[config.mk]
export PLATFORM = sky130hd
export DESIGN_NAME = regfile_write_arbiter_flat
export DESIGN_NICKNAME = d
export VERILOG_FILES = /design/src/rtl/regfile_write_arbiter_if.sv /design/src/rtl/regfile_write_arbiter.sv /design/src/flat_wrapper.sv
export SDC_FILE = /design/constraint.sdc
export NUM_CORES = 1
export LEC_CHECK = 0
export ABC_AREA = 1
export BUFFER_PORTS_ARGS = -buffer_cell sky130_fd_sc_hd__buf_2
export CAP_MARGIN = 40
export CORE_MARGIN = 5
export CORE_UTILIZATION = 51
export CTS_CLUSTER_DIAMETER = 200
export CTS_CLUSTER_SIZE = 14
export DETAILED_ROUTE_END_ITERATION = 6
export GPL_TIMING_DRIVEN = 0
export PLACE_DENSITY = 0.95
export SLEW_MARGIN = 10
export SYNTH_ARGS = -nofsm -noshare
export SYNTH_HDL_FRONTEND = slang
export SYNTH_SLANG_ARGS = --single-unit
[constraint.sdc]
create_clock -name clk -period 3 [get_ports clk]
set_input_delay 0.15 -clock clk [delete_from_list [all_inputs] [get_ports clk]]
set_output_delay 0.15 -clock clk [all_outputs]
set_load 0.005 [all_outputs]
[src/rtl/regfile_write_arbiter_if.sv]
// rtl/regfile_write_arbiter_if.sv - requester/write-port bundle for the register-file write arbiter
//
// Purpose: groups the four-requester request bus and the register-file write
// port into one interface.
//   master : requester side (drives req, req_addr, req_data, stall)
//   slave  : arbiter side   (drives gnt, select_bits, enabled, wr_data)
// Ports (signals):
//   req[3:0]            request per requester
//   req_addr[19:0]      packed 5-bit destination per requester, [5i+4:5i]
//   req_data[4*DATA_W]  packed write data per requester, [DATA_W*i +: DATA_W]
//   stall               pipeline hold, blocks new grants
//   gnt[3:0]            one-hot acknowledge
//   select_bits[4:0]    register address to the 5:32 decoder
//   enabled             decoder enable / register-file write strobe
//   wr_data[DATA_W]     data to the register-file write port
interface regfile_write_arbiter_if #(
  parameter int DATA_W = 32
);
  logic [3:0]          req;
  logic [19:0]         req_addr;
  logic [4*DATA_W-1:0] req_data;
  logic                stall;
  logic [3:0]          gnt;
  logic [4:0]          select_bits;
  logic                enabled;
  logic [DATA_W-1:0]   wr_data;

  modport master (
    output req, req_addr, req_data, stall,
    input  gnt, select_bits, enabled, wr_data
  );

  modport slave (
    input  req, req_addr, req_data, stall,
    output gnt, select_bits, enabled, wr_data
  );
endinterface

[src/rtl/regfile_write_arbiter.sv]
// rtl/regfile_write_arbiter.sv - round-robin arbiter and sequencer for the register-file write port
//
// Purpose: picks one of four writeback requesters per cycle, registers its
// address and data, and drives the register-file write strobe.
// Ports:
//   clk    rising-edge clock
//   reset  asynchronous, active-high
//   bus    regfile_write_arbiter_if.slave (req/req_addr/req_data/stall in,
//          gnt/select_bits/enabled/wr_data out, all outputs registered)
// Build option:
//   REGARB_R0_FILTER_EN  when defined, a winner addressing r0 is granted and
//                        advances the pointer but does not raise enabled.
module regfile_write_arbiter #(
  parameter int DATA_W = 32
) (
  input  logic                   clk,
  input  logic                   reset,
  regfile_write_arbiter_if.slave bus
);

  typedef enum logic {
    IDLE  = 1'b0,
    WRITE = 1'b1
  } state_t;

  state_t            state;
  logic [1:0]        ptr;
  logic [3:0]        gnt_q;
  logic [4:0]        sel_q;
  logic [DATA_W-1:0] data_q;
  logic              en_q;

  logic [3:0]        elig;
  logic              found;
  logic [1:0]        win;
  logic [1:0]        idx;
  logic [4:0]        win_addr;
  logic [DATA_W-1:0] win_data;

  // A requester just granted still shows req this cycle for the same
  // transaction; masking with the current grant prevents granting it twice.
  assign elig = bus.req & ~gnt_q & {4{~bus.stall}};

  // Rotating priority: first eligible requester at or after ptr, mod 4.
  always_comb begin
    found = 1'b0;
    win   = ptr;
    idx   = ptr;
    for (int k = 0; k < 4; k++) begin
      idx = ptr + 2'(k);
      if (!found && elig[idx]) begin
        found = 1'b1;
        win   = idx;
      end
    end
  end

  assign win_addr = bus.req_addr[win*5 +: 5];
  assign win_data = bus.req_data[win*DATA_W +: DATA_W];

  always_ff @(posedge clk or posedge reset) begin
    if (reset) begin
      state  <= IDLE;
      ptr    <= 2'd0;
      gnt_q  <= 4'b0000;
      sel_q  <= 5'd0;
      data_q <= '0;
      en_q   <= 1'b0;
    end else if (found) begin
      state  <= WRITE;
      gnt_q  <= 4'b0001 << win;
      sel_q  <= win_addr;
      data_q <= win_data;
      ptr    <= win + 2'd1;
`ifdef REGARB_R0_FILTER_EN
      // r0 is hard-wired zero: acknowledge the write but never strobe it.
      en_q   <= (win_addr != 5'd0);
`else
      en_q   <= 1'b1;
`endif
    end else begin
      // Address and data hold their last values while idle.
      state  <= IDLE;
      gnt_q  <= 4'b0000;
      en_q   <= 1'b0;
    end
  end

  // gnt_q is only nonzero in WRITE; gating by state keeps that structural.
  assign bus.gnt         = (state == WRITE) ? gnt_q : 4'b0000;
  assign bus.select_bits = sel_q;
  assign bus.wr_data     = data_q;
  assign bus.enabled     = en_q;

endmodule

[src/flat_wrapper.sv]
// flat-port wrapper written by rule: the top's interface ports become plain ports
module regfile_write_arbiter_flat 
#(
  parameter int DATA_W = 32
)
  (clk, reset, bus_req, bus_req_addr, bus_req_data, bus_stall, bus_gnt, bus_select_bits, bus_enabled, bus_wr_data);
  regfile_write_arbiter_if #(.DATA_W(DATA_W)) bus_i ();
  input  logic clk;
  input  logic reset;
  input wire logic [$bits(bus_i.req)-1:0] bus_req;
  input wire logic [$bits(bus_i.req_addr)-1:0] bus_req_addr;
  input wire logic [$bits(bus_i.req_data)-1:0] bus_req_data;
  input wire logic [$bits(bus_i.stall)-1:0] bus_stall;
  output wire logic [$bits(bus_i.gnt)-1:0] bus_gnt;
  output wire logic [$bits(bus_i.select_bits)-1:0] bus_select_bits;
  output wire logic [$bits(bus_i.enabled)-1:0] bus_enabled;
  output wire logic [$bits(bus_i.wr_data)-1:0] bus_wr_data;
  assign bus_i.req = bus_req;
  assign bus_i.req_addr = bus_req_addr;
  assign bus_i.req_data = bus_req_data;
  assign bus_i.stall = bus_stall;
  assign bus_gnt = bus_i.gnt;
  assign bus_select_bits = bus_i.select_bits;
  assign bus_enabled = bus_i.enabled;
  assign bus_wr_data = bus_i.wr_data;
  regfile_write_arbiter #(.DATA_W(DATA_W)) u_core (.clk(clk), .reset(reset), .bus(bus_i));
endmodule
==> results of run 1 <==
-- through the flow --
stage / power (mW) / utilization, % / hold slack, ps
final: 7.79 / 67.6 / 261
after global routing: 8.67 / 67.6 / 292
after CTS: 7.79 / 67.6 / 252
after detailed placement: 7.42 / 66.4 / 174
after global placement: 7.29 / 66.2 / 457
after floorplan: 5.79 / - / 419
-- cell usage in the layout, fill, tap and decap left out --
cell           synthesis  layout
nor2_2                 1       1
clkbuf_1               2       3
inv_2                  3       4
nand4_4                1       1
clkbuf_8               0       5
nand3_1              160     160
dfrtp_1               44      44
nand3_2               14      14
buf_8                  1       1
nor3_2                 1       1
inv_1                 14      13
nand2_2                9       9
nand2_4                2       2
nor2_1                 4       4
o21ai_0                1       1
buf_1                  1       1
dlygate4sd3_1          0       1
buf_4                 13      13
nor2_8                 1       1
o211ai_1               1       1
nand4_1                1       1
nand2_1              330     330
buf_2                 15     211
buf_12                 1       2
clkinv_2               0       1
buf_6                 17      17
-- logic make-up (layout without fill, tap and decap cells) --
| kind of cell | after synthesis | count (layout) |
|---|---|---|
| and+or+nand+nor | 524 | 524 |
| buffers and inverters | 67 | 272 |
| DFF | 44 | 44 |
| AOI/OAI and AO/OA | 2 | 2 |
-- worst min-delay path, cell delays in order --
cell     delay, ps
buf_2           70
nand3_1         60
nand2_1         60
nand2_1         40
nand2_1         50
nand2_1         40
nand2_1         40
-- flip-flops by register name, indices dropped and copies added, names as in the netlist --
name and flops:
u_core.state 1, u_core.bus.wr_data 32, u_core.bus.select_bits 5, u_core.gnt_q 4, u_core.ptr 2
-- how the worst max path moves through the flow --
stage / to / slack [ps] / cells past startpoint
after floorplan: u_core.bus.wr_data[12]$_DFFE_PP0P_ / 1130 / 17
after detailed placement: u_core.bus.wr_data[9]$_DFFE_PP0P_ / 780 / 14
after global routing: u_core.bus.wr_data[10]$_DFFE_PP0P_ / 570 / 13
final: u_core.bus.wr_data[9]$_DFFE_PP0P_ / 740 / 14
after CTS: u_core.bus.wr_data[9]$_DFFE_PP0P_ / 740 / 14
after global placement: u_core.bus.wr_data[10]$_DFFE_PP0P_ / 820 / 14
-- cell type report --
class                           count  area (um^2)  area share [%]
Tap cell                          102          128            2.48
Clock inverter                      1         5.00          0.0973
Timing Repair Buffer              198         1010            19.7
Buffer                             50          410            7.98
Inverter                           17         63.8            1.24
Clock buffer                        6         72.6            1.41
Sequential cell                    44         1100            21.4
Multi-Input combinational cell    526         2350            45.7
-- metal layers --
layer	up-vias	GRT usage [%]	share of wire [%]
met5	-	0	0
met4	0	8.09	1.7
met3	26	5.17	9.5
met2	240	46.9	49
met1	2188	34.0	40
li1	2446	-	-
-- power groups by stage --
stage                     clock network [mW]  registers, mW  logic [mW]
after CTS                              0.365           1.11        6.31
final                                  0.354           1.12        6.31
after global placement                     0           1.12        6.16
after floorplan                            0           1.14        4.66
after detailed placement                   0           1.12        6.30
after global routing                   0.393           1.15        7.13
==> results.md, run 1 <==
- VDD IR max: ~0.00074 V
- Worst-path clk slew: 80 ps
- Worst endpoint required time: about 3200 ps
- PwrDens: roughly 1500 mW/mm^2
- Net Count, Synth: roughly 790
- Mapped Area: around 0.004 mm^2
- Hold Path Class: primary input to flop
- Final period demand of the worst path: roughly 2300 ps
- Synth async-reset ratio: between 90% and 100%
- Drt drc: 0
- Max Cap Viol: 0
- Fillers: around 730
- Worst Setup Start Kind: flop
- Final hold vios: 0
- Complex-gate fraction of the synthesized area: less than 1%
- Number of distinct library cells after synthesis: 23
- Critical path class: flop to flop
- Synth area leaders: nand2_1 (32%), dfrtp_1 (28%), nand3_1 (20%)
- Largest net degree at the start of global routing: 27
- WHS Path Cells: 7
- Postcts setup bufs: 0
- Worst Path Buf+Inv: 5
- Detailed Route Iter0 Violations: 271
- Largest family of logic cells by synthesized area: simple AND/OR/NAND/NOR gates
- Non-Filler Instances: 944
- RR Startpoint: u_core.ptr[0]$_DFFE_PP0P_
- Synth Area in XOR/XNOR: 0%
- Status: complete, no violations
- Max-slew violation count: 0
- Die extent in x: 97.7 um
- Share of cells above drive strength 1: 33.6%
- Slew margin rel.: between 60% and 70%
- Power Internal: approximately 3.5 mW
- CTS Hold Buffers Added: 1
- Post-Synthesis Cells: 637
- Cell Rows: 32
- Biggest area consumer among synthesized cells: nand2_1
- PnR worst setup slack: ~740 ps
- Routed wire per std cell: about 14 um
- CP Launch Point: u_core.ptr[0]$_DFFE_PP0P_
- Grt ovf: 0
- Die H: just under 100 um
- Vias in the first global route: about 4600
- CTS resizes: 0
- NetSw: approximately 4.3 mW
- Vias: between 4000 and 5000
- R2R setup slack: roughly 740 ps
- Final GP Congestion: around 0.92
- Synth Area in Simple Gates: between 50 and 60%
- CP max-delay cell: dfrtp_1
- Total die area: roughly 0.0096 mm^2
- CP arrival: between 2000 and 2500 ps
- Placed cell areas: approximately 0.005 mm^2
- Mean area per synthesized cell: slightly above 6 um^2
- RSZ-0062 raised after global routing: no
- CP max stage delay: ~390 ps
- Dominant synthesized flop cell: dfrtp_1
- Fin Clk Skew: between 5 and 6 ps
- CTS Buf Count: 5
- Synth cell count leaders: nand2_1 (330), nand3_1 (160), dfrtp_1 (44)
- Layout Nets: about 1000
- Clock share of power: 4.5%
- LEAKAGE: 3.25 nW
- Initial antenna violation count: 0
- Worst path cell trace: inv_2 > buf_4 > nand2_1 > nand2_2 > nand3_1 > nand2_2 > nand2_4 > nor2_8 > nand2_2 > inv_1 > buf_2 > buf_2 > nand2_1 > nand2_1
- Comb power frac: roughly 80%
- Portion of netlist area occupied by mux cells: 0%
- Setup tns final: 0 ps
- Crit path max fanout: 10
- CTS HTree Levels: 2
- Cell with the most instances after synthesis: nand2_1
- RR Endpoint: u_core.bus.wr_data[9]$_DFFE_PP0P_
- Core area: ~0.0076 mm^2
- Routed WL: roughly 13000 um
- DR vias/cell: 5.19
- Sequential share of power: 14.4%
- YS warnings: 0
- Number of enable flip-flop cells after synthesis: 0
- # clock sinks: 44
- Worst-Margin Slew: 472 ps
- Global-route wire length before repair: ~21000 um
- Final period utilization: 75.4%
- Hold Path Sink: u_core.bus.wr_data[11]$_DFFE_PP0P_
- CP Capture Type: flop
- Sw Share: approximately 56%
- Hold Startpoint: bus_req_data[107]
- Pre-CTS setup slack: roughly 800 ps
- Share of the synthesized area in the top cell type: about a third
- Ant. Diodes: 0
- Cell total after placement: between 900 and 1000
- Syn-to-layout area delta: 31.0%
- Max Clock Freq: between 400 and 500 MHz
- Adder-cell share of the synthesized area: 0%
- Clock Latency Late Sink: a little under 300 ps
- Detail Route Antenna Nets: 0
- DP Wirelength: about 10000 um
- CTS tree: built
- Final Setup Violations: 0
- Design Area, Final: between 0.005 and 0.006 mm^2
- CP top delay family: simple AND/OR/NAND/NOR gates
- GRT Total Usage: around 27%
- Starting Density: about half
- Register area share after synthesis: approximately 28%
- Num ports: slightly below 200
- # port buffers: 196
- Clock tree buffer depth: 2
- Synthesized flop and latch total: between 40 and 50
- R2R depth: 14
- Clock root cell: clkbuf_8
- First-pass iteration count of the detailed router: 5
(Power assumes the default switching activity.)
==> run 2: changes to the inputs <==
Settings changed: CORE_UTILIZATION 51 to 47, PLACE_DENSITY 0.95 to 0.92.
Clock period 3 ns to 2.36 ns, I/O delays scaled along.
==> run 2 against run 1 <==
Fmax up 2.5%. Combinational power grew 28%. Critical path depth grew 3. Hold slack worse by 42 ps. Via count down 0.18%. Total power rose by 29%. Largest power group unchanged. Clock skew is 4.8 ps higher. Clock-buffer cell count did not move. First-iteration DRC count fell by 17%. Sequential power grew 29%. Clock power rose by 62%.
==> results.md, run 2 (same netlist as run 1, synthesis figures left out) <==
- Status: complete, no violations (unchanged)
- DR vias/cell: 5.16 (was 5.19)
- Final period utilization: 93.4% (was 75.4%)
- Worst path cell trace: inv_2 > buf_4 > nand2_1 > nand2_2 > nand3_1 > nand2_2 > nand2_4 > nor2_8 > nand3_2 > buf_6 > buf_4 > nand3_1 > nand2_1 > nand2_1 > nand2_1 > nand2_1 > nand2_1 (was inv_2 > buf_4 > nand2_1 > nand2_2 > nand3_1 > nand2_2 > nand2_4 > nor2_8 > nand2_2 > inv_1 > buf_2 > buf_2 > nand2_1 > nand2_1)
- Largest net degree at the start of global routing: 26 (was 27)
- CP max-delay cell: dfrtp_1 (unchanged)
- Ant. Diodes: 0 (unchanged)
- # port buffers: 196 (unchanged)
- Num ports: 197 (unchanged)
- Fin Clk Skew: 10.6 ps (was 5.85 ps)
- Clock tree buffer depth: 2 (unchanged)
- Global-route wire length before repair: 21400 um (about the same)
- Worst setup endpoint: u_core.bus.wr_data[29]$_DFFE_PP0P_ (was u_core.bus.wr_data[9]$_DFFE_PP0P_)
- VDD IR max: 0.000993 V (was 0.000739 V)
- CP Launch Point: u_core.ptr[0]$_DFFE_PP0P_ (unchanged)
- Critical path depth in cells: 17 (was 14)
- CP top delay family: simple AND/OR/NAND/NOR gates (unchanged)
- Layout Nets: 997 (unchanged)
- CTS tree: built (unchanged)
- Non-Filler Instances: 948 (was 944)
- Worst endpoint required time: 2560 ps (was 3230 ps)
- GRT Total Usage: 25.7% (was 27.0%)
- Fillers: 810 (was 733)
- Final hold vios: 0 (unchanged)
- Slew margin rel.: 70.4% (was 68.5%)
- Setup tns final: 0 ps (unchanged)
- Starting Density: 48.0% (was 51.6%)
- Vias: 4891 (was 4900)
- Cell total after placement: 939 (was 936)
- Drt drc: 0 (unchanged)
- Total die area: 0.0103 mm^2 (was 0.00955 mm^2)
- Critical path class: flop to flop (unchanged)
- Crit path max fanout: 10 (unchanged)
- Most frequent cells in the layout: nand2_1 (330), buf_2 (209), nand3_1 (160) (was nand2_1 (330), buf_2 (211), nand3_1 (160))
- Detail Route Antenna Nets: 0 (unchanged)
- Initial antenna violation count: 0 (unchanged)
- RR Startpoint: u_core.ptr[0]$_DFFE_PP0P_ (unchanged)
- RSZ-0062 raised after global routing: no (unchanged)
- Worst-Margin Slew: 443 ps (was 472 ps)
- CP arrival: 2400 ps (was 2490 ps)
- First-pass iteration count of the detailed router: 6 (was 5)
- LEAKAGE: 3.26 nW (was 3.25 nW)
- Die extent in x: 101 um (was 97.7 um)
- Grt ovf: 0 (unchanged)
- CTS HTree Levels: 2 (unchanged)
- Final GP Congestion: 0.886 (was 0.916)
- Core area: 0.00818 mm^2 (was 0.00761 mm^2)
- Number of flip-flops in the largest register: 32 (unchanged)
- Vias in the first global route: 4673 (was 4637)
- # clock sinks: 44 (unchanged)
- R2R setup slack: 160 ps (was 740 ps)
- Routed wire per std cell: 14.2 um (was 14.1 um)
- DP Wirelength: 10500 um (was 10400 um)
- CP Capture Type: flop (unchanged)
- Most used cell, CP: nand2_1
- Clock root cell: clkbuf_8 (unchanged)
- Syn-to-layout area delta: 32.1% (was 31.0%)
- Detailed Route Iter0 Violations: 225 (was 271)
- Cell Rows: 33 (was 32)
- Final period demand of the worst path: 2200 ps (was 2260 ps)
- Worst Setup Start Kind: flop (unchanged)
- Max-slew violation count: 0 (unchanged)
- Worst-path clk slew: 90 ps (was 80 ps)
- Share of cells above drive strength 1: 33.8% (was 33.6%)
- Routed WL: 13500 um (was 13300 um)
- Hold Path Class: primary input to flop (unchanged)
- CP max stage delay: 390 ps (about the same)
- Final hold slack: 218 ps (was 261 ps)
- Die H: 101 um (was 97.7 um)
- CTS Buf Count: 5 (unchanged)
- Final Setup Violations: 0 (unchanged)
- Max Cap Viol: 0 (unchanged)
- RR Endpoint: u_core.bus.wr_data[29]$_DFFE_PP0P_ (was u_core.bus.wr_data[9]$_DFFE_PP0P_)
- PwrDens: 1940 mW/mm^2 (was 1510 mW/mm^2)
- R2R depth: 17 (was 14)
- Postcts setup bufs: 0 (unchanged)
- Commonest non-fill, non-tap cell in the layout: nand2_1 (unchanged)
- Max Clock Freq: 454 MHz (was 442 MHz)
- Worst Path Buf+Inv: 4 (was 5)
- Clock Latency Late Sink: 300 ps (was 290 ps)
## run 2: cell count changes in the layout (fill, tap and decap cells not counted), sizes merged
| cell | change |
|---|---|
| buf | -2 |
| bufinv | +1 |
| clkbuf | +2 |
## run 2: how the worst min path moves through the flow
stage                                            start                               endpoint  slack, ps  depth (start not counted)
floorplan                                        reset  u_core.bus.select_bits[0]$_DFFE_PP0P_        390                          1
global placement    u_core.bus.wr_data[17]$_DFFE_PP0P_     u_core.bus.wr_data[17]$_DFFE_PP0P_        460                          2
detailed placement                               reset      u_core.bus.wr_data[5]$_DFFE_PP0P_        150                          2
CTS                                   bus_req_data[33]      u_core.bus.wr_data[1]$_DFFE_PP0P_        210                          7
global route                         bus_req_data[101]      u_core.bus.wr_data[5]$_DFFE_PP0P_        240                          7
finish                                bus_req_data[32]      u_core.bus.wr_data[0]$_DFFE_PP0P_        220                          7
## run 2: power by group
| part | switching, mW | leakage, nW | internal (mW) |
|---|---|---|---|
| sequential | 0.222 | 0.543 | 1.22 |
| clock | 0.260 | 0.0552 | 0.314 |
| combinational | 5.05 | 2.67 | 3.00 |
## run 2: worst min-delay path, stage by stage
cell and delay [ps]:
buf_2 80, nand3_1 60, nand2_1 50, nand2_1 40
nand2_1 50, nand2_1 40, nand2_1 40
## run 2: cell type report
| class | instances | area [um^2] | share of cell area, % |
|---|---|---|---|
| Buffer | 50 | 417 | 8.04 |
| Clock buffer | 6 | 72.6 | 1.40 |
| Clock inverter | 2 | 35.0 | 0.676 |
| Inverter | 17 | 66.3 | 1.28 |
| Multi-Input combinational cell | 526 | 2350 | 45.3 |
| Sequential cell | 44 | 1100 | 21.2 |
| Tap cell | 105 | 131 | 2.53 |
| Timing Repair Buffer | 198 | 1010 | 19.5 |
## run 2: metrics by stage
stage | utilization, % | setup slack, ps | instance area, um^2 | total power, mW
after detailed placement | 61.9 | 183 | 5060 | 9.46
after global routing | 63.4 | 9.37 | 5180 | 11.2
after global placement | 61.6 | 209 | 5040 | 9.29
final | 63.4 | 155 | 5180 | 10.1
after CTS | 63.3 | 137 | 5170 | 10.0
after floorplan | - | 488 | 3930 | 7.37
## run 2: layer usage
| metal | wire length, um | vias to the layer above | global-route usage [%] |
|---|---|---|---|
| li1 | - | 2443 | - |
| met1 | 5400 | 2191 | 32.6 |
| met2 | 6560 | 230 | 45.1 |
| met3 | 1280 | 27 | 4.82 |
| met4 | 229 | 0 | 6.24 |
| met5 | 0 | - | 0 |
## run 2: repair_timing
item / CTS / global route
hold endpoints to repair: 19 / 0
hold buffers: 1 / 0
resized for setup: 0 / 5
setup endpoints to repair: 0 / 24
==> run 3: changes to the inputs <==
Settings changed: PLACE_DENSITY 0.92 to 0.82.
==> run 3 against run 2 <==
First-iteration DRC count increased by 7.1%. Total power decreased by 0.38%. Clock power decreased by 22%.
==> results.md, run 3 (same netlist as run 1, synthesis figures left out) <==
- Layout Nets: 997 (unchanged)
- Largest net degree at the start of global routing: 27 (was 26)
- Crit path max fanout: 10 (unchanged)
- # port buffers: 196 (unchanged)
- Total die area: 0.0103 mm^2 (unchanged)
- LEAKAGE: 3.25 nW (was 3.26 nW)
- Max Clock Freq: 452 MHz (was 454 MHz)
- Worst-Margin Slew: 428 ps (was 443 ps)
- Final period demand of the worst path: 2210 ps (was 2200 ps)
- Max Cap Viol: 0 (unchanged)
- Drt drc: 0 (unchanged)
- CTS Buf Count: 5 (unchanged)
- Global-route wire length before repair: 22500 um (was 21400 um)
- Critical path class: flop to flop (unchanged)
- First-pass iteration count of the detailed router: 5 (was 6)
- Final GP Congestion: 0.905 (was 0.886)
- PnR worst setup slack: 147 ps (was 155 ps)
- Vias: 4908 (was 4891)
- CP arrival: 2440 ps (was 2400 ps)
- RR Endpoint: u_core.bus.wr_data[3]$_DFFE_PP0P_ (was u_core.bus.wr_data[29]$_DFFE_PP0P_)
- RSZ-0062 raised after global routing: no (unchanged)
- Share of cells above drive strength 1: 33.7% (was 33.8%)
- RR Startpoint: u_core.ptr[0]$_DFFE_PP0P_ (unchanged)
- Starting Density: 48.0% (unchanged)
- Most frequent cells in the layout: nand2_1 (329), buf_2 (210), nand3_1 (160) (was nand2_1 (330), buf_2 (209), nand3_1 (160))
- Worst-path clk slew: 80 ps (was 90 ps)
- Commonest non-fill, non-tap cell in the layout: nand2_1 (unchanged)
- CTS HTree Levels: 2 (unchanged)
- Vias in the first global route: 4965 (was 4673)
- Num ports: 197 (unchanged)
- Final period utilization: 93.8% (was 93.4%)
- GRT Total Usage: 27.1% (was 25.7%)
- Worst endpoint required time: 2590 ps (was 2560 ps)
- Final hold vios: 0 (unchanged)
- Final hold slack: 221 ps (was 218 ps)
- DR vias/cell: 5.18 (was 5.16)
- Core area: 0.00818 mm^2 (unchanged)
- CP Capture Type: flop (unchanged)
- R2R depth: 14 (was 17)
- Routed wire per std cell: 14.7 um (was 14.2 um)
- Clock tree buffer depth: 2 (unchanged)
- Syn-to-layout area delta: 31.3% (was 32.1%)
- Setup tns final: 0 ps (unchanged)
- Max-slew violation count: 0 (unchanged)
- Slew margin rel.: 71.5% (was 70.4%)
- VDD IR max: 0.000861 V (was 0.000993 V)
- Fin Clk Skew: 9.20 ps (was 10.6 ps)
- Detail Route Antenna Nets: 0 (unchanged)
- Hold Path Class: primary input to flop (unchanged)
- Clock root cell: clkbuf_8 (unchanged)
- Cell total after placement: 939 (unchanged)
- Grt ovf: 0 (unchanged)
- Detailed Route Iter0 Violations: 241 (was 225)
- # clock sinks: 44 (unchanged)
- Routed WL: 13900 um (was 13500 um)
- PwrDens: 1950 mW/mm^2 (was 1940 mW/mm^2)
- Ant. Diodes: 0 (unchanged)
- R2R setup slack: 150 ps (was 160 ps)
- Initial antenna violation count: 0 (unchanged)
- Pre-CTS setup slack: 177 ps (was 183 ps)
- Clock Latency Late Sink: 300 ps (about the same)
- Status: complete, no violations (unchanged)
- DP Wirelength: 11000 um (was 10500 um)
- Non-Filler Instances: 947 (was 948)
- CTS tree: built (unchanged)
- Cell Rows: 33 (unchanged)
- Worst Setup Start Kind: flop (unchanged)
- Final Setup Violations: 0 (unchanged)
- Die H: 101 um (unchanged)
- Die extent in x: 101 um (unchanged)
- Number of flip-flops in the largest register: 32 (unchanged)
- CP Launch Point: u_core.ptr[0]$_DFFE_PP0P_ (unchanged)
- Worst setup endpoint: u_core.bus.wr_data[3]$_DFFE_PP0P_ (was u_core.bus.wr_data[29]$_DFFE_PP0P_)
## run 3: cell types whose count changed in the layout (fill, tap and decap cells not counted), sizes merged
cell    delta
clkbuf     -2
bufinv     -1
buf        +2
## run 3: cell type report
cell class / count / area (um^2)
Fill cell: 812 / 3020
Multi-Input combinational cell: 526 / 2350
Sequential cell: 44 / 1100
Timing Repair Buffer: 198 / 1010
Buffer: 50 / 417
Tap cell: 105 / 131
Clock buffer: 6 / 72.6
Inverter: 17 / 63.8
Clock inverter: 1 / 5.00
## run 3: metrics by stage
| step | utilization (%) | area [um^2] | total power, mW |
|---|---|---|---|
| floorplan | - | 3930 | 7.37 |
| global placement | 61.6 | 5040 | 9.28 |
| detailed placement | 61.9 | 5060 | 9.52 |
| CTS | 62.9 | 5140 | 9.98 |
| global route | 63.0 | 5150 | 11.1 |
| finish | 63.0 | 5150 | 10.0 |
## run 3: critical path: stages, from the launching register on
cell and delay (ps):
dfrtp_1 400, inv_2 60, buf_4 170, nand2_1 80, nand2_2 100, nand3_1 90
nand2_2 140, nand2_4 80, nor2_8 100, nand2_2 140, inv_1 90, buf_2 260
buf_2 270, nand2_1 90, nand2_1 80
## run 3: worst min-delay path by stage
stage | startpoint | end | slack [ps] | depth (start not counted)
5_1_grt | bus_req_data[63] | u_core.bus.wr_data[31]$_DFFE_PP0P_ | 250 | 7
4_1_cts | bus_req_data[123] | u_core.bus.wr_data[27]$_DFFE_PP0P_ | 220 | 7
6_report | bus_req_data[62] | u_core.bus.wr_data[30]$_DFFE_PP0P_ | 220 | 7
3_3_place_gp | u_core.bus.wr_data[4]$_DFFE_PP0P_ | u_core.bus.wr_data[4]$_DFFE_PP0P_ | 460 | 2
3_5_place_dp | reset | u_core.bus.wr_data[5]$_DFFE_PP0P_ | 130 | 2
2_1_floorplan | reset | u_core.bus.select_bits[0]$_DFFE_PP0P_ | 390 | 1
## run 3: report_power, final
group | switching [mW] | internal [mW]
registers | 0.230 | 1.22
clock network | 0.248 | 0.202
logic | 5.12 | 3.01
## run 3: routing by layer
metal / GRT usage [%] / part of all wire [%] / vias up
met5: 0 / 0 / -
li1: - / - / 2442
met3: 5.85 / 9.1 / 16
met1: 34.1 / 41 / 2218
met4: 6.44 / 1.2 / 0
met2: 47.3 / 49 / 232
## run 3: timing repair
action / 4_1_cts / 5_1_grt
hold buffers: 1 / 0
hold endpoints to repair: 18 / 0
buffers inserted: 0 / 0
endpoints found under the setup margin: 0 / 22
gates resized for setup: 0 / 4
